## src/rtl/fpdiv_sequencer.sv

```systemverilog
// Sequencer around an iterative single-precision divider core: classifies operands,
// bypasses special cases, runs the core under a cycle budget and holds the result for downstream.
module fpdiv_sequencer #(
   parameter int TIMEOUT = 32
) (
   input  logic        CLOCK,
   input  logic        RESET,
   input  logic        IN_VALID,
   output logic        IN_READY,
   input  logic [31:0] IN_A,
   input  logic [31:0] IN_B,
   output logic [31:0] DIV_A,
   output logic [31:0] DIV_B,
   output logic        DIV_RESET,
   input  logic        DIV_DONE,
   input  logic [31:0] DIV_RESULT,
   input  logic [1:0]  DIV_EXC,
   output logic        OUT_VALID,
   input  logic        OUT_READY,
   output logic [31:0] OUT_RESULT,
   output logic [2:0]  OUT_EXC,
   output logic        BUSY
);

   typedef enum logic [1:0] {IDLE, CLEAR, RUN, HOLD} state_t;

   localparam logic [31:0] QNAN      = 32'h7FC0_0000;
   localparam logic [30:0] INF_MAG   = 31'h7F80_0000;
   localparam logic [7:0]  LAST      = 8'(TIMEOUT - 1);
   localparam logic [2:0]  EXC_NONE  = 3'b000;
   localparam logic [2:0]  EXC_UNDER = 3'b001;
   localparam logic [2:0]  EXC_OVER  = 3'b010;
   localparam logic [2:0]  EXC_INV   = 3'b011;
   localparam logic [2:0]  EXC_DBZ   = 3'b100;
   localparam logic [2:0]  EXC_TMO   = 3'b101;

   state_t      state, state_next;
   logic [31:0] a_reg, b_reg;
   logic [7:0]  count;
   logic [31:0] result_next;
   logic [2:0]  exc_next;
   logic        result_load;
   logic        accept;
   logic        a_zero, b_zero, any_special, in_sign, run_sign;

   assign accept      = IN_VALID && (state == IDLE);
   assign a_zero      = (IN_A[30:0] == 31'd0);
   assign b_zero      = (IN_B[30:0] == 31'd0);
   assign any_special = (IN_A[30:23] == 8'hFF) || (IN_B[30:23] == 8'hFF);
   assign in_sign     = IN_A[31] ^ IN_B[31];
   assign run_sign    = a_reg[31] ^ b_reg[31];

   always_ff @(posedge CLOCK or posedge RESET) begin
      if (RESET) state <= IDLE;
      else       state <= state_next;
   end

   // Bypass classes resolve straight into HOLD; only normal pairs touch the divider.
   always_comb begin
      state_next  = state;
      result_next = 32'd0;
      exc_next    = EXC_NONE;
      result_load = 1'b0;
      case (state)
         IDLE: begin
            if (accept) begin
               result_load = 1'b1;
               state_next  = HOLD;
               if (any_special || (a_zero && b_zero)) begin
                  result_next = QNAN;
                  exc_next    = EXC_INV;
               end else if (b_zero) begin
                  result_next = {in_sign, INF_MAG};
                  exc_next    = EXC_DBZ;
               end else if (a_zero) begin
                  result_next = {in_sign, 31'd0};
               end else begin
                  result_load = 1'b0;
                  state_next  = CLEAR;
               end
            end
         end
         CLEAR: state_next = RUN;
         RUN: begin
            if (DIV_DONE) begin
               result_load = 1'b1;
               result_next = DIV_RESULT;
               state_next  = HOLD;
            end else if (count == LAST) begin
               result_load = 1'b1;
               state_next  = HOLD;
               case (DIV_EXC)
                  2'b10: begin
                     result_next = {run_sign, INF_MAG};
                     exc_next    = EXC_OVER;
                  end
                  2'b01: begin
                     result_next = {run_sign, 31'd0};
                     exc_next    = EXC_UNDER;
                  end
                  default: begin
                     result_next = QNAN;
                     exc_next    = EXC_TMO;
                  end
               endcase
            end
         end
         HOLD: if (OUT_READY) state_next = IDLE;
         default: state_next = IDLE;
      endcase
   end

   // Operands are captured on every accept; the result registers only change when entering HOLD.
   always_ff @(posedge CLOCK or posedge RESET) begin
      if (RESET) begin
         a_reg      <= 32'd0;
         b_reg      <= 32'd0;
         count      <= 8'd0;
         OUT_RESULT <= 32'd0;
         OUT_EXC    <= EXC_NONE;
      end else begin
         if (accept) begin
            a_reg <= IN_A;
            b_reg <= IN_B;
         end
         if (state == RUN) count <= count + 8'd1;
         else              count <= 8'd0;
         if (result_load) begin
            OUT_RESULT <= result_next;
            OUT_EXC    <= exc_next;
         end
      end
   end

   always_comb begin
      IN_READY  = (state == IDLE);
      BUSY      = (state != IDLE);
      OUT_VALID = (state == HOLD);
      DIV_RESET = RESET || (state == CLEAR);
      DIV_A     = 32'd0;
      DIV_B     = 32'd0;
      if (state == CLEAR || state == RUN) begin
         DIV_A = a_reg;
         DIV_B = b_reg;
      end
   end

endmodule

```

## config.mk

```make
export PLATFORM = sky130hd
export DESIGN_NAME = fpdiv_sequencer
export DESIGN_NICKNAME = d
export VERILOG_FILES = /design/src/rtl/fpdiv_sequencer.sv
export SDC_FILE = /design/constraint.sdc
export NUM_CORES = 1
export LEC_CHECK = 0
export BUFFER_PORTS_ARGS = -buffer_cell sky130_fd_sc_hd__buf_2
export CORE_MARGIN = 5
export CORE_UTILIZATION = 44
export CTS_CLUSTER_SIZE = 30
export DETAILED_ROUTE_END_ITERATION = 6
export GPL_TIMING_DRIVEN = 0
export PLACE_DENSITY = 0.77
export SETUP_SLACK_MARGIN = 0.4
export SKIP_LAST_GASP = 1
export SLEW_MARGIN = 20
export SYNTH_ARGS = -nofsm -noshare
export SYNTH_HDL_FRONTEND = slang
export SYNTH_SLANG_ARGS = --single-unit
```

## constraint.sdc

```tcl
create_clock -name CLOCK -period 3.6 [get_ports CLOCK]
set_clock_uncertainty 0.1 [all_clocks]
set_input_delay 0.72 -clock CLOCK [delete_from_list [all_inputs] [get_ports CLOCK]]
set_output_delay 0.72 -clock CLOCK [all_outputs]
set_load 0.01 [all_outputs]
```

Word-level counts from Yosys, hierarchy flattened:

Index checks and enable logic that the tools add are counted.
Widths: inputs -> output; s select.

* register bits: 109
* bits of input ports: 103
* output and inout bits: 103
* logic and storage cells: 64

* add/sub/neg operators: 1
* eq/ne operators: 11
* multiplexer cells: 33
* bitwise operators: 2
* reduce and logical (&&, ||, !) cells: 11

Operators with widths (number)
* $mux 32: 8
* $pmux 32 s2: 2
* $logic_not 31->1: 2
* $eq 8x8->1 const B: 2
* $mux 3: 5
* $mux 2: 7
* $pmux 3 s2: 2
* $add 8x1->8 const B: 1
* $eq 8x5->1 const B: 1
* $mux 8: 1
* $pmux 2 s4: 1
* $eq 2x2->1 const B: 3
* $mux 1: 6
* $eq 2x1->1 const B: 2
* $logic_or 1x1->1: 4
* $ne 2x1->1 const B: 2
* $ne 3x3->1 const B: 1
* $reduce_and 3->1: 1
* $logic_and 1x1->1: 2
* $logic_not 2->1: 1
* $pmux 1 s2: 1
* $reduce_bool 2->1: 1
* $xor 1x1->1: 2

Longest topological paths before layout:

Gate-level depths: netlist of the first run.

* depth after elaboration: 6
* mapped depth: 8
* depth with buffers taken out: 7

Worst setup path after synthesis of the first run:

Ideal clock, no wire load.

* path type: input to register
* start point: input IN_B[11]
* end point: register OUT_RESULT[0]
* setup time: 0.121 ns
* arrival: 2.199 ns
* slack: 1.180 ns
* stages: 8
* buffers on the path: 2
* path through: nor4_2 -> nand2_1 -> nor4_4 -> nor4_2 -> o21a_1 -> buf_6 -> buf_6 -> a22o_1

* cells in the longest elaborated chain, start to end: 6
* elaborated cells between the ends (all ways): 11
* those cells by class: mux: 8; reduce/logical: 3

RTL lines
* start: declaration: RTL line 11 `input logic [31:0] IN_B,`
* $logic_not 31->1 *: RTL line 48 `assign b_zero = (IN_B[30:0] == 31'd0);`
* $logic_and 1x1->1: RTL line 69 `if (any_special || (a_zero && b_zero)) begin`
* $logic_or 1x1->1: RTL line 69
* $mux 32 or $mux 1 (tied branches): RTL line 69
* $mux 32 or $mux 1 (tied branches): RTL line 66 `if (accept) begin`
* $pmux 32 s2 or $pmux 1 s2 (tied branches): RTL line 64 `case (state)`
* end signal: assignment: RTL line 129 `OUT_RESULT <= result_next;`
* end: declaration: RTL line 20 `output logic [31:0] OUT_RESULT,`

Mark *: on every way between the ends. The rest lies on a longest branch, timed or not.
A chain may end at the register's enable or synchronous reset.

Worst setup path in the final report of the first run:

* start point: register state[0]
* end point: output DIV_B[28]

* cells in the longest elaborated chain, start to end: 3
* elaborated cells between the ends (all ways): 4
* those cells by class: eq/ne: 2; mux: 1; reduce/logical: 1

RTL lines
* start: declaration: RTL line 37 `state_t state, state_next;`
* start signal: assignment: RTL line 55 `else state <= state_next;`
* $eq 2x1->1 or $eq 2x2->1 (tied branches): RTL line 142 `if (state == CLEAR || state == RUN) begin`
* $logic_or 1x1->1 *: RTL line 142
* $mux 32 *: RTL line 142
* end: declaration: RTL line 13 `output logic [31:0] DIV_B,`

Marks and branches as above.

==> load_flow_metrics.sql, run 1 <==
INSERT INTO impl_metrics (metric_group, metric, value, unit) VALUES
('timing', 'timing.fmax', '0.3455', 'GHz'),
('detailed_routing', 'drt_iter0_markers', '124', ''),
('power', 'power.ir.vdd_worst', '0.0005475', 'V'),
('timing', 'finalWorstPathRequiredPeriod', '2.895', 'ns'),
('synth', 'postSynthCellCount', '416', ''),
('synth', 'synth_top_cells_by_area', 'sky130_fd_sc_hd__dfrtp_1, sky130_fd_sc_hd__mux2_2, sky130_fd_sc_hd__and2_1', ''),
('global_route', 'global_route.overflow_total', '0', ''),
('worst_setup_path', 'worstSetupStartpointType', 'flop', ''),
('floorplanning', 'boundaryPins', '206', ''),
('detailed_routing', 'detail_route.wirelength', '13.74', 'mm'),
('detailed_routing', 'detail_route.drc_violations', '0', ''),
('timing', 'grt_setup_unrepaired', 'no', ''),
('synth', 'synth.net_count', '528', ''),
('worst_setup_path', 'critical_path_fanouts_max', '10', ''),
('timing', 'setup_viol', '0', ''),
('power', 'netSwitchingPower', '2201', 'uW'),
('timing', 'final.setup.worst_slack', '0.7054', 'ns'),
('cts', 'cts.root.buffer_cell', 'sky130_fd_sc_hd__clkbuf_16', ''),
('placed_design', 'i_o_buffers', '204', ''),
('layout', 'nNetsFinal', '746', ''),
('placed_design', 'preCtsSetupSlack', '0.6836', 'ns'),
('detailed_routing', 'first_pass_iters', '4', ''),
('cts', 'numClockSinks', '109', ''),
('placed_design', 'dp_hpwl', '10.79', 'mm'),
('power', 'total_power', '5990', 'uW'),
('cts', 'cts.clk_slew.worst_paths', '0.07', 'ns'),
('timing', 'worst_slew_pin_slew', '0.6782', 'ns'),
('hold_path', 'hold_path_class', 'in2async', ''),
('global_route', 'grt_pass1_vias', '4230', ''),
('synth', 'synth_area_leader_cell', 'sky130_fd_sc_hd__dfrtp_1', ''),
('detailed_routing', 'dr_total_vias', '4086', ''),
('detailed_routing', 'wire_per_inst', '17.57', 'um'),
('timing', 'finalMaxSlewViolations', '0', ''),
('worst_setup_path', 'cp_num_buf_inv', '4', ''),
('worst_setup_path', 'reg2reg_setup_slack', '0.74', 'ns'),
('synth', 'synth_largest_type_area_fraction', '53.92', '%'),
('worst_setup_path', 'reg2regPathDepth', '7', ''),
('worst_setup_path', 'slowest_stage', 'sky130_fd_sc_hd__dfrtp_1', ''),
('cts', 'cts_buffers', '9', ''),
('layout', 'nFillCells', '983', ''),
('detailed_routing', 'antenna_left', '0', ''),
('worst_setup_path', 'timing.rr.end', 'a_reg[8]', ''),
('detailed_routing', 'post_drt_via_cell_ratio', '5.225', ''),
('power', 'p_leak', '0.003339', 'uW'),
('power', 'pwr_density_cell', '902.6', 'nW/um^2'),
('layout', 'fraction_of_final_layout_cells_sized_beyond_drive_strength_1', '46.95', '%'),
('floorplanning', 'start_util', '44.68', '%'),
('layout', 'area_delta_synth_final', '31.19', '%'),
('timing', 'final_period_utilization', '80.40', '%'),
('synth', 'synthFlopType', 'sky130_fd_sc_hd__dfrtp_1', ''),
('layout', 'number_of_antenna_repair_diodes', '0', ''),
('synth', 'async_reset_ff_share', '100.0', '%'),
('floorplanning', 'die_height', '117.2', 'um'),
('cts', 'htreeDepth', '3', ''),
('worst_setup_path', 'worst_r2r_startpoint', 'state[0]', ''),
('synth', 'post_synth_instance_area', '5059', 'um^2'),
('worst_setup_path', 'required', '2.78', 'ns'),
('timing', 'final.setup.tns', '0', 'ns'),
('floorplanning', 'fp.dieArea', '13740', 'um^2'),
('timing', 'final_hold_fails', '0', ''),
('power', 'power_report.internal_total', '3789', 'uW'),
('run_status', 'outcome', 'finished clean', ''),
('synth', 'synth_seq_area_share', '53.92', '%'),
('global_route', 'grt_antenna_before_repair', '0', ''),
('synth', 'syn_area_cell', '12.16', 'um^2'),
('worst_setup_path', 'critPathKind', 'reg2out', ''),
('global_route', 'grt_first_pass_wirelength', '21.20', 'mm'),
('power', 'netSwitchingFraction', '36.74', '%'),
('timing', 'maxSlewHeadroom', '54.79', '%'),
('worst_setup_path', 'timing.critical_path.cells', 'inv_1 > ha_1 > clkbuf_2 > clkbuf_1 > and2_1 > buf_2', ''),
('synth', 'postSynthRegisterBits', '109', '');
[layout make-up]
type | instances | area [um^2] | area share (%)
Tap cell | 143 | 178.9 | 2.696
Inverter | 8 | 33.78 | 0.5091
Multi-Input combinational cell | 275 | 2188 | 32.98
Sequential cell | 109 | 2728 | 41.10
Buffer | 24 | 115.1 | 1.735
Timing Repair Buffer | 207 | 1081 | 16.29
Clock inverter | 5 | 58.81 | 0.8861
Clock buffer | 11 | 252.7 | 3.808
[power groups by stage]
stage	logic, uW	clock network, uW	registers (uW)
global placement	2860	0	2040
detailed placement	2920	0	2080
CTS	2950	1050	2060
global route	3180	1110	2130
finish	2900	1030	2060
floorplan	1720	0	2080
[cell usage in the layout (no fill, tap or decap), types with 3 or more instances in the layout]
cell type                      n
sky130_fd_sc_hd__nand3_1       4
sky130_fd_sc_hd__dfrtp_1     109
sky130_fd_sc_hd__and2_1       70
sky130_fd_sc_hd__clkbuf_16     9
sky130_fd_sc_hd__nand4_1       7
sky130_fd_sc_hd__a21oi_1      10
sky130_fd_sc_hd__a221o_1       3
sky130_fd_sc_hd__buf_6         3
sky130_fd_sc_hd__o21ai_0       3
sky130_fd_sc_hd__inv_1         7
sky130_fd_sc_hd__nor4_1       12
sky130_fd_sc_hd__nor4_2        4
sky130_fd_sc_hd__a211o_1       8
sky130_fd_sc_hd__buf_2       204
sky130_fd_sc_hd__mux2_2       65
sky130_fd_sc_hd__ha_1          9
sky130_fd_sc_hd__clkbuf_1     18
sky130_fd_sc_hd__nor2_1       17
sky130_fd_sc_hd__nand2_1      10
sky130_fd_sc_hd__a22o_1       23
sky130_fd_sc_hd__nor3_1        3
sky130_fd_sc_hd__xnor2_1       5
sky130_fd_sc_hd__clkinvlp_4    3
sky130_fd_sc_hd__buf_12        3
[cell families (layout without fill, tap and decap cells)]
group,count (synthesis),in the layout,synth area share (%)
buffers and inverters,32,255,2.820
multiplexers,66,66,14.69
adder cells (fa/ha/maj),9,9,2.226
AND/OR/NAND/NOR,135,135,16.05
flip-flops,109,109,53.92
AO/OA/AOI/OAI,58,58,9.078
XOR/XNOR,7,7,1.212
[metal layers]
metal	vias up	track usage [%]	wire length, um	part of all wire (%)
met5	-	0	0	0
met4	0	7.263	265	1.9
met3	21	6.118	1116	8.1
met2	149	32.73	6846	50
met1	1993	24.40	5513	40
li1	1923	-	-	-
[stage by stage]
step / std cells / util, % / hold WS [ns] / instance area, um^2
global route: 782 / 58.62 / 0.2422 / 6636
finish: 782 / 58.62 / 0.2343 / 6636
CTS: 782 / 58.61 / 0.2268 / 6635
global placement: 763 / 55.32 / 0.3660 / 6262
detailed placement: 766 / 55.85 / 0.3747 / 6322
floorplan: 416 / - / 0.3517 / 5062
[cell usage after synthesis, drive strengths merged, types with 3 or more instances]
library cell  instances
dfrtp               109
and2                 71
mux2                 66
a22o                 23
clkbuf               20
nor2                 17
nor4                 17
a21oi                10
nand2                10
ha                    9
a211o                 8
inv                   8
nand4                 7
xnor2                 5
buf                   4
nand3                 4
o21ai                 4
a221o                 3
nor3                  3
[how the worst max path moves through the flow]
stage | from | end | slack, ns | depth (start not counted)
after floorplan | IN_B[11] | OUT_RESULT[0] | 1.18 | 8
after global placement | state[0] | DIV_A[15] | 0.75 | 6
after detailed placement | state[0] | DIV_A[15] | 0.68 | 6
after CTS | state[0] | DIV_B[28] | 0.42 | 6
after global routing | state[0] | DIV_B[13] | 0.55 | 6
final | state[0] | DIV_B[28] | 0.71 | 6
[timing repair]
item	in CTS	in global routing
endpoints found under the setup margin	10	42
cloned	0	0
gates resized for setup	1	2
buffers inserted	0	0
No activity file was read; power rests on OpenSTA's default activity.
==> inputs of run 2 (changes only) <==
ABC_AREA = 1   (was unset)
CORE_UTILIZATION = 45   (was 44)
PLACE_DENSITY = 0.73   (was 0.77)
clock period = 2.7 ns   (was 3.6 ns; I/O delays follow)
==> run 2 against run 1 <==
Effect of this change:
- routed wire length is 16% higher
- sequential cell count unchanged
- design area rose by 17%
- largest cell class unchanged
- global-route usage rose by 0.96 points
- critical endpoint is now DIV_A[6]
- total power is 47% higher
- synthesized cell count up 86%
- register-to-register slack better by 0.08 ns
==> load_flow_metrics.sql, run 2 <==
INSERT INTO impl_metrics (metric_group, metric, value, unit) VALUES
('detailed_routing', 'antenna_left', '0', ''),
('timing', 'finalWorstPathRequiredPeriod', '2.283', 'ns'),
('floorplanning', 'start_util', '46.00', '%'),
('synth', 'synth_top_cells_by_area', 'sky130_fd_sc_hd__dfrtp_1, sky130_fd_sc_hd__nand2_1, sky130_fd_sc_hd__inv_1', ''),
('worst_setup_path', 'worst_r2r_startpoint', 'state[0]', ''),
('cts', 'worstSkewPairLatency', '0.35', 'ns'),
('synth', 'synth_edf_count', '0', ''),
('worst_setup_path', 'kind_of_cell_adding_the_most_delay_to_the_critical_path', 'buffers and inverters', ''),
('synth', 'ys_types', '29', ''),
('power', 'total_power', '8796', 'uW'),
('timing', 'worst_slew_pin_slew', '0.5798', 'ns'),
('timing', 'timing.fmax', '0.4381', 'GHz'),
('layout', 'number_of_antenna_repair_diodes', '0', ''),
('detailed_routing', 'detail_route.wirelength', '15.95', 'mm'),
('layout', 'nNetsFinal', '1114', ''),
('timing', 'maxSlewHeadroom', '61.26', '%'),
('synth', 'synth_warnings', '0', ''),
('floorplanning', 'boundaryPins', '206', ''),
('placed_design', 'i_o_buffers', '205', ''),
('cts', 'cts_buffers', '9', ''),
('worst_setup_path', 'critical_path_fanouts_max', '8', ''),
('global_route', 'global_route.overflow_total', '0', ''),
('layout', 'nFillCells', '1176', ''),
('timing', 'final.setup.tns', '0', 'ns'),
('layout', 'area_delta_synth_final', '33.71', '%'),
('layout', 'fin_cells', '1179', ''),
('global_route', 'grt_pass1_vias', '5281', ''),
('cts', 'cts.root.buffer_cell', 'sky130_fd_sc_hd__clkbuf_16', ''),
('worst_setup_path', 'cp_num_buf_inv', '5', ''),
('worst_setup_path', 'crit_arrival', '1.64', 'ns'),
('synth', 'synth_area_leader_cell', 'sky130_fd_sc_hd__dfrtp_1', ''),
('worst_setup_path', 'worst_setup_path_end_kind', 'output pin', ''),
('synth', 'post_synth_top_cells', 'sky130_fd_sc_hd__nand2_1, sky130_fd_sc_hd__inv_1, sky130_fd_sc_hd__dfrtp_1', ''),
('synth', 'synth.net_count', '886', ''),
('run_status', 'outcome', 'finished clean', ''),
('detailed_routing', 'detail_route.drc_violations', '0', ''),
('floorplanning', 'fp.dieArea', '15330', 'um^2'),
('layout', 'fraction_of_final_layout_cells_sized_beyond_drive_strength_1', '35.45', '%'),
('synth', 'synthFlopType', 'sky130_fd_sc_hd__dfrtp_1', ''),
('detailed_routing', 'wire_per_inst', '13.53', 'um'),
('cts', 'cts_hold_repair.buffers', '0', ''),
('worst_setup_path', 'end_point_of_the_critical_path', 'DIV_A[6]', ''),
('power', 'pwr_density_cell', '1129', 'nW/um^2'),
('synth', 'synth_largest_type_area_fraction', '46.80', '%'),
('timing', 'grt_setup_unrepaired', 'yes', ''),
('synth', 'synth_seq_area_share', '46.80', '%'),
('worst_setup_path', 'timing.rr.end', 'state[1]', ''),
('layout', 'final_common_cell', 'sky130_fd_sc_hd__nand2_1', ''),
('global_route', 'grt_antenna_before_repair', '0', ''),
('worst_setup_path', 'reg2reg_setup_slack', '0.82', 'ns'),
('synth', 'postSynthRegisterBits', '109', ''),
('worst_setup_path', 'worstSetupStartpointType', 'flop', ''),
('timing', 'final.setup.worst_slack', '0.4175', 'ns'),
('worst_setup_path', 'required', '2.06', 'ns'),
('cts', 'htreeDepth', '3', ''),
('hold_path', 'hold_path_class', 'in2async', ''),
('floorplanning', 'core_area', '12670', 'um^2'),
('worst_setup_path', 'number_of_cells_on_the_critical_path', '7', ''),
('global_route', 'pin_count_of_the_biggest_net_entering_global_routing', '34', ''),
('detailed_routing', 'dr_total_vias', '5460', ''),
('synth', 'syn_area_cell', '7.530', 'um^2'),
('global_route', 'groute.usage.overall', '20.75', '%'),
('synth', 'async_reset_ff_share', '100.0', '%'),
('synth', 'postSynthCellCount', '774', ''),
('worst_setup_path', 'slowest_stage', 'sky130_fd_sc_hd__dfrtp_1', ''),
('layout', 'layout.cells.most_common_list', 'sky130_fd_sc_hd__nand2_1, sky130_fd_sc_hd__buf_2, sky130_fd_sc_hd__dfrtp_1, sky130_fd_sc_hd__inv_1, sky130_fd_sc_hd__nor2_1', ''),
('worst_setup_path', 'critPathKind', 'reg2out', ''),
('timing', 'setup_viol', '0', ''),
('synth', 'yosysMostFrequentCell', 'sky130_fd_sc_hd__nand2_1', ''),
('placed_design', 'place.detailed.instances', '1154', ''),
('worst_setup_path', 'timing.critical_path.cells', 'inv_2 > ha_4 > clkbuf_16 > clkbuf_16 > nand2_2 > inv_2 > buf_6', ''),
('cts', 'cts.clk_slew.worst_paths', '0.07', 'ns'),
('flow_run', 'max_cap_violations', '0', ''),
('placed_design', 'preCtsSetupSlack', '-0.04009', 'ns'),
('floorplanning', 'floorplan.rows', '41', ''),
('power', 'p_leak', '0.004724', 'uW'),
('placed_design', 'dp_hpwl', '12.15', 'mm'),
('timing', 'final_hold_fails', '0', ''),
('detailed_routing', 'first_pass_iters', '4', ''),
('worst_setup_path', 'reg2regPathDepth', '8', ''),
('floorplanning', 'die-width', '123.8', 'um'),
('timing', 'final_period_utilization', '84.54', '%'),
('cts', 'cts_tree', 'built', ''),
('detailed_routing', 'post_drt_via_cell_ratio', '4.631', ''),
('timing', 'finalMaxSlewViolations', '0', ''),
('floorplanning', 'die_height', '123.8', 'um'),
('synth', 'post_synth_instance_area', '5828', 'um^2'),
('placed_design', 'place.gp.congestion', '0.8070', ''),
('global_route', 'grt_first_pass_wirelength', '25.04', 'mm'),
('power', 'power.ir.vdd_worst', '0.0005976', 'V'),
('cts', 'cts.path.max_buffers', '2', ''),
('detailed_routing', 'drt_iter0_markers', '280', ''),
('worst_setup_path', 'worst_setup_path_startpoint', 'state[0]', ''),
('worst_setup_path', 'critical-path-max-stage-delay', '0.40', 'ns'),
('cts', 'numClockSinks', '109', '');
run 2: changes by cell type in the layout (fill, tap and decap cells not counted), sizes merged, moves of 23 or more:
cell   delta
and2     -71
mux2     -66
o21ai    +55
inv     +124
a22o     -23
nor2     +62
nand3    +38
nand2   +279
run 2: metrics by stage:
stage | area (um^2) | hold WS [ns] | util (%)
2_1_floorplan | 5832 | 0.3321 | -
3_3_place_gp | 7073 | 0.3514 | 55.82
3_5_place_dp | 7133 | 0.3596 | 56.30
4_1_cts | 7589 | 0.1593 | 59.89
5_1_grt | 7792 | 0.1928 | 61.50
6_report | 7792 | 0.1545 | 61.50
run 2: worst register-to-register path: cells and delay by family, from the launching register on:
kind            cells  cell delay, ns
compound gates      2            0.37
buf+inv             3            0.53
fa+ha+maj           1            0.18
flops               1            0.40
simple gates        2            0.22
run 2: cell type report:
| cell class | instances | area, um^2 | share of cell area (%) |
|---|---|---|---|
| Inverter | 133 | 504.2 | 6.471 |
| Timing Repair Buffer | 217 | 1271 | 16.31 |
| Multi-Input combinational cell | 501 | 2470 | 31.70 |
| Tap cell | 172 | 215.2 | 2.762 |
| Clock buffer | 10 | 229.0 | 2.938 |
| Sequential cell | 109 | 2728 | 35.00 |
| Clock inverter | 6 | 63.81 | 0.8189 |
| Buffer | 31 | 311.5 | 3.998 |
run 2: cells by family (layout without fill, tap and decap cells):
family | after synthesis | count (layout) | share of synthesized area [%]
adder cells (fa/ha/maj) | 9 | 9 | 1.932
flip-flops | 109 | 109 | 46.80
AND/OR/NAND/NOR | 418 | 418 | 32.61
AO/OA/AOI/OAI | 74 | 74 | 6.763
buffers and inverters | 164 | 397 | 11.89
run 2: timing repair:
action	4_1_cts	5_1_grt
buffers inserted	4	1
resized for setup	28	52
pin swaps	1	4
setup endpoints to repair	64	61
cloned	1	3
run 2: how the worst min path moves through the flow:
stage	from	endpoint	slack, ns	depth (start not counted)
3_5_place_dp	count[7]	count[7]	0.36	1
2_1_floorplan	count[0]	count[0]	0.33	1
3_3_place_gp	count[7]	count[7]	0.35	1
4_1_cts	RESET	b_reg[29]	0.16	2
6_report	RESET	b_reg[29]	0.15	2
5_1_grt	RESET	b_reg[28]	0.19	2
run 2: power breakdown:
group / switching [uW] / total [uW] / internal [uW]
sequential: 435 / 2770 / 2340
clock: 616 / 1340 / 719
combinational: 2570 / 4690 / 2120
total: 3620 / 8800 / 5180
run 2: metal layers:
metal / wire (um) / vias up / share of wire [%] / GRT usage, %
met5: 0 / - / 0 / 0
met4: 259 / 0 / 1.6 / 6.782
met3: 1411 / 20 / 8.8 / 4.814
met2: 7609 / 195 / 48 / 33.96
met1: 6671 / 2471 / 42 / 27.21
li1: - / 2774 / - / -
==> inputs of run 3 (changes only) <==
PLACE_DENSITY = 0.76   (was 0.73)
clock period = 2 ns   (was 2.7 ns; I/O delays follow)
==> run 3 against run 2 <==
Effect of this change:
- global-route usage increased by 2.2 points
- die area did not move
- largest cell class is now multi-input gates
- cell count increased by 2.6%
- clock-buffer cell count unchanged
- via count rose by 5.0%
- critical path depth unchanged
- highest routed layer unchanged
- sequential power is 42% higher
- routed wire length increased by 17%
- sequential cell count did not move
- non-clock buffer count rose by 29
- combinational power up 92%
- the run now ends with negative setup slack left
- largest power group unchanged
- clock power rose by 37%
==> load_flow_metrics.sql, run 3 (synthesized netlist as in run 2, its figures left out) <==
INSERT INTO impl_metrics (metric_group, metric, value, unit) VALUES
('run_status', 'outcome', 'finished with violations', ''),
('run_status', 'violations', 'negative setup slack', ''),
('layout', 'number_of_antenna_repair_diodes', '0', ''),
('power', 'power_share_of_the_combinational_group', '61.1', '%'),
('cts', 'cts.path.max_buffers', '2', ''),
('power', 'seq_power_share', '26.6', '%'),
('timing', 'final_hold_fails', '0', ''),
('layout', 'area_delta_synth_final', '54.16', '%'),
('layout', 'nNetsFinal', '1145', ''),
('layout', 'fraction_of_final_layout_cells_sized_beyond_drive_strength_1', '47.50', '%'),
('power', 'netSwitchingPower', '6128', 'uW'),
('floorplanning', 'die_height', '123.8', 'um'),
('floorplanning', 'boundaryPins', '206', ''),
('detailed_routing', 'drt_iter0_markers', '285', ''),
('layout', 'final_common_cell', 'sky130_fd_sc_hd__nand2_1', ''),
('placed_design', 'detailed_place.area', '7542', 'um^2'),
('worst_setup_path', 'critPathKind', 'reg2out', ''),
('worst_setup_path', 'crit_arrival', '1.66', 'ns'),
('global_route', 'groute.usage.overall', '22.91', '%'),
('placed_design', 'i_o_buffers', '205', ''),
('detailed_routing', 'detail_route.wirelength', '18.69', 'mm'),
('detailed_routing', 'dr_total_vias', '5732', ''),
('global_route', 'global_route.overflow_total', '0', ''),
('power', 'pwr_density_cell', '1643', 'nW/um^2'),
('layout', 'postLayoutCoreUtil', '70.91', '%'),
('cts', 'numClockSinks', '109', ''),
('power', 'pwr-share-clk', '12.4', '%'),
('global_route', 'grt_first_pass_wirelength', '27.11', 'mm'),
('timing', 'finalMaxSlewViolations', '0', ''),
('detailed_routing', 'detail_route.drc_violations', '0', ''),
('cts', 'htreeDepth', '3', ''),
('timing', 'worst_slew_pin_slew', '0.7480', 'ns'),
('timing', 'final.setup.tns', '-8.530', 'ns'),
('detailed_routing', 'wire_per_inst', '15.45', 'um'),
('floorplanning', 'core_area', '12670', 'um^2'),
('power', 'p_leak', '0.005273', 'uW'),
('worst_setup_path', 'worst_setup_path_end_kind', 'output pin', ''),
('timing', 'grt_setup_unrepaired', 'yes', ''),
('global_route', 'grt_pass1_vias', '5558', ''),
('power', 'power_report.internal_total', '8637', 'uW'),
('floorplanning', 'floorplan.rows', '41', ''),
('flow_run', 'max_cap_violations', '0', ''),
('floorplanning', 'fp.dieArea', '15330', 'um^2'),
('global_route', 'pin_count_of_the_biggest_net_entering_global_routing', '34', ''),
('layout', 'stdcell_area', '8985', 'um^2'),
('worst_setup_path', 'worstSetupStartpointType', 'flop', ''),
('floorplanning', 'die-width', '123.8', 'um'),
('placed_design', 'dp_hpwl', '12.24', 'mm'),
('placed_design', 'place.gp.congestion', '0.8584', ''),
('detailed_routing', 'antenna_left', '0', ''),
('worst_setup_path', 'timing.critical_path.cells', 'inv_2 > ha_4 > clkbuf_16 > clkbuf_16 > nand2_4 > inv_2 > buf_6', ''),
('timing', 'final.setup.worst_slack', '-0.1634', 'ns'),
('cts', 'cts_tree', 'built', ''),
('detailed_routing', 'post_drt_via_cell_ratio', '4.737', ''),
('detailed_routing', 'first_pass_iters', '5', ''),
('placed_design', 'preCtsSetupSlack', '0.1076', 'ns'),
('timing', 'timing.fmax', '0.4622', 'GHz'),
('timing', 'setup_viol', '65', ''),
('power', 'power.ir.vdd_worst', '0.001146', 'V'),
('layout', 'layout.cells.most_common_list', 'sky130_fd_sc_hd__nand2_1, sky130_fd_sc_hd__buf_2, sky130_fd_sc_hd__dfrtp_1', ''),
('cts', 'worstSkewPairLatency', '0.35', 'ns'),
('worst_setup_path', 'critical-path-max-stage-delay', '0.37', 'ns'),
('cts', 'cts.clk_slew.worst_paths', '0.08', 'ns'),
('worst_setup_path', 'slowest_stage', 'sky130_fd_sc_hd__dfrtp_1', ''),
('timing', 'final_period_utilization', '108.2', '%'),
('power', 'netSwitchingFraction', '41.50', '%'),
('timing', 'finalWorstPathRequiredPeriod', '2.163', 'ns'),
('hold_path', 'hold_path_class', 'in2reg', ''),
('floorplanning', 'start_util', '46.00', '%'),
('worst_setup_path', 'critical_path_fanouts_max', '5', ''),
('global_route', 'grt_antenna_before_repair', '0', ''),
('cts', 'cts.root.buffer_cell', 'sky130_fd_sc_hd__clkbuf_16', ''),
('worst_setup_path', 'required', '1.50', 'ns'),
('timing', 'maxSlewHeadroom', '49.97', '%'),
('cts', 'cts_buffers', '9', ''),
('layout', 'nFillCells', '999', '');
## run 3: cell count changes in the layout (fill, tap and decap cells not counted), moves of 5 or more
| cell | before | now |
|---|---|---|
| sky130_fd_sc_hd__nand2_4 | 4 | 41 |
| sky130_fd_sc_hd__clkbuf_16 | 13 | 21 |
| sky130_fd_sc_hd__nand2_1 | 249 | 205 |
| sky130_fd_sc_hd__clkbuf_1 | 14 | 2 |
| sky130_fd_sc_hd__inv_2 | 22 | 55 |
| sky130_fd_sc_hd__buf_6 | 21 | 59 |
| sky130_fd_sc_hd__buf_4 | 7 | 16 |
| sky130_fd_sc_hd__nand2_2 | 35 | 42 |
| sky130_fd_sc_hd__nand3_2 | 30 | 35 |
| sky130_fd_sc_hd__buf_2 | 193 | 161 |
| sky130_fd_sc_hd__clkbuf_2 | 0 | 7 |
| sky130_fd_sc_hd__inv_1 | 109 | 75 |
| sky130_fd_sc_hd__nand3_1 | 11 | 5 |
## run 3: worst paths after layout
check,depth (start not counted),endpoint,from,slack [ns]
worst min register to register,1,count[7],count[7],0.37
worst min-delay path,3,OUT_RESULT[9],DIV_RESULT[9],0.14
max in group asynchronous,6,a_reg[12],RESET,0.63
worst max register to register,9,OUT_RESULT[31],count[1],0.23
worst max-delay path,7,DIV_B[2],state[0],-0.16
min in group asynchronous,4,b_reg[6],RESET,0.60
## run 3: worst max-delay path: cells and delay by family, from the launching register on
kind / cells / cell delay [ns]
buffers and inverters: 5 / 0.56
flip-flops: 1 / 0.37
adder cells (fa/ha/maj): 1 / 0.32
AND/OR/NAND/NOR: 1 / 0.05
## run 3: timing repair
item / 4_1_cts / 5_1_grt
resized for setup: 94 / 85
hold endpoints to repair: 17 / 0
pin swaps: 19 / 19
setup buffers: 16 / 8
hold buffers: 2 / 0
setup endpoints to repair: 169 / 152
gates cloned: 7 / 6
## run 3: area by class of cell
| type | instances | area (um^2) | area share [%] |
|---|---|---|---|
| clock buffers | 10 | 229.0 | 2.548 |
| flip-flops and latches | 109 | 2728 | 30.36 |
| well taps | 172 | 215.2 | 2.395 |
| plain buffers | 31 | 402.9 | 4.484 |
| inverters | 133 | 520.5 | 5.793 |
| multi-input cells | 502 | 2905 | 32.34 |
| repair buffers | 246 | 1906 | 21.21 |
| clock inverters | 6 | 70.07 | 0.7798 |
| repair inverters | 1 | 8.758 | 0.09748 |
## run 3: stage by stage
step,instances,hold WS [ns],total power [uW]
after floorplan,774,0.3321,8141
after global placement,1151,0.3546,10060
after detailed placement,1155,0.3408,10200
after CTS,1196,0.1271,13770
after global routing,1210,0.1363,15720
final,1210,0.1389,14760
## run 3: layer usage
metal	GRT usage [%]	wire, um	up-vias	part of all wire [%]
met5	0	0	-	0
met1	28.97	7716	2686	41
met2	39.54	9536	178	51
li1	-	-	2844	-
met4	6.851	343	0	1.8
met3	4.723	1094	24	5.9
## run 3: power groups by stage
stage	Combinational (uW)	Sequential, uW	Clock [uW]
after floorplan	4190	3960	0
after global placement	6200	3860	0
after detailed placement	6300	3900	0
after CTS	8020	3890	1870
after global routing	9730	4050	1950
final	9010	3920	1830
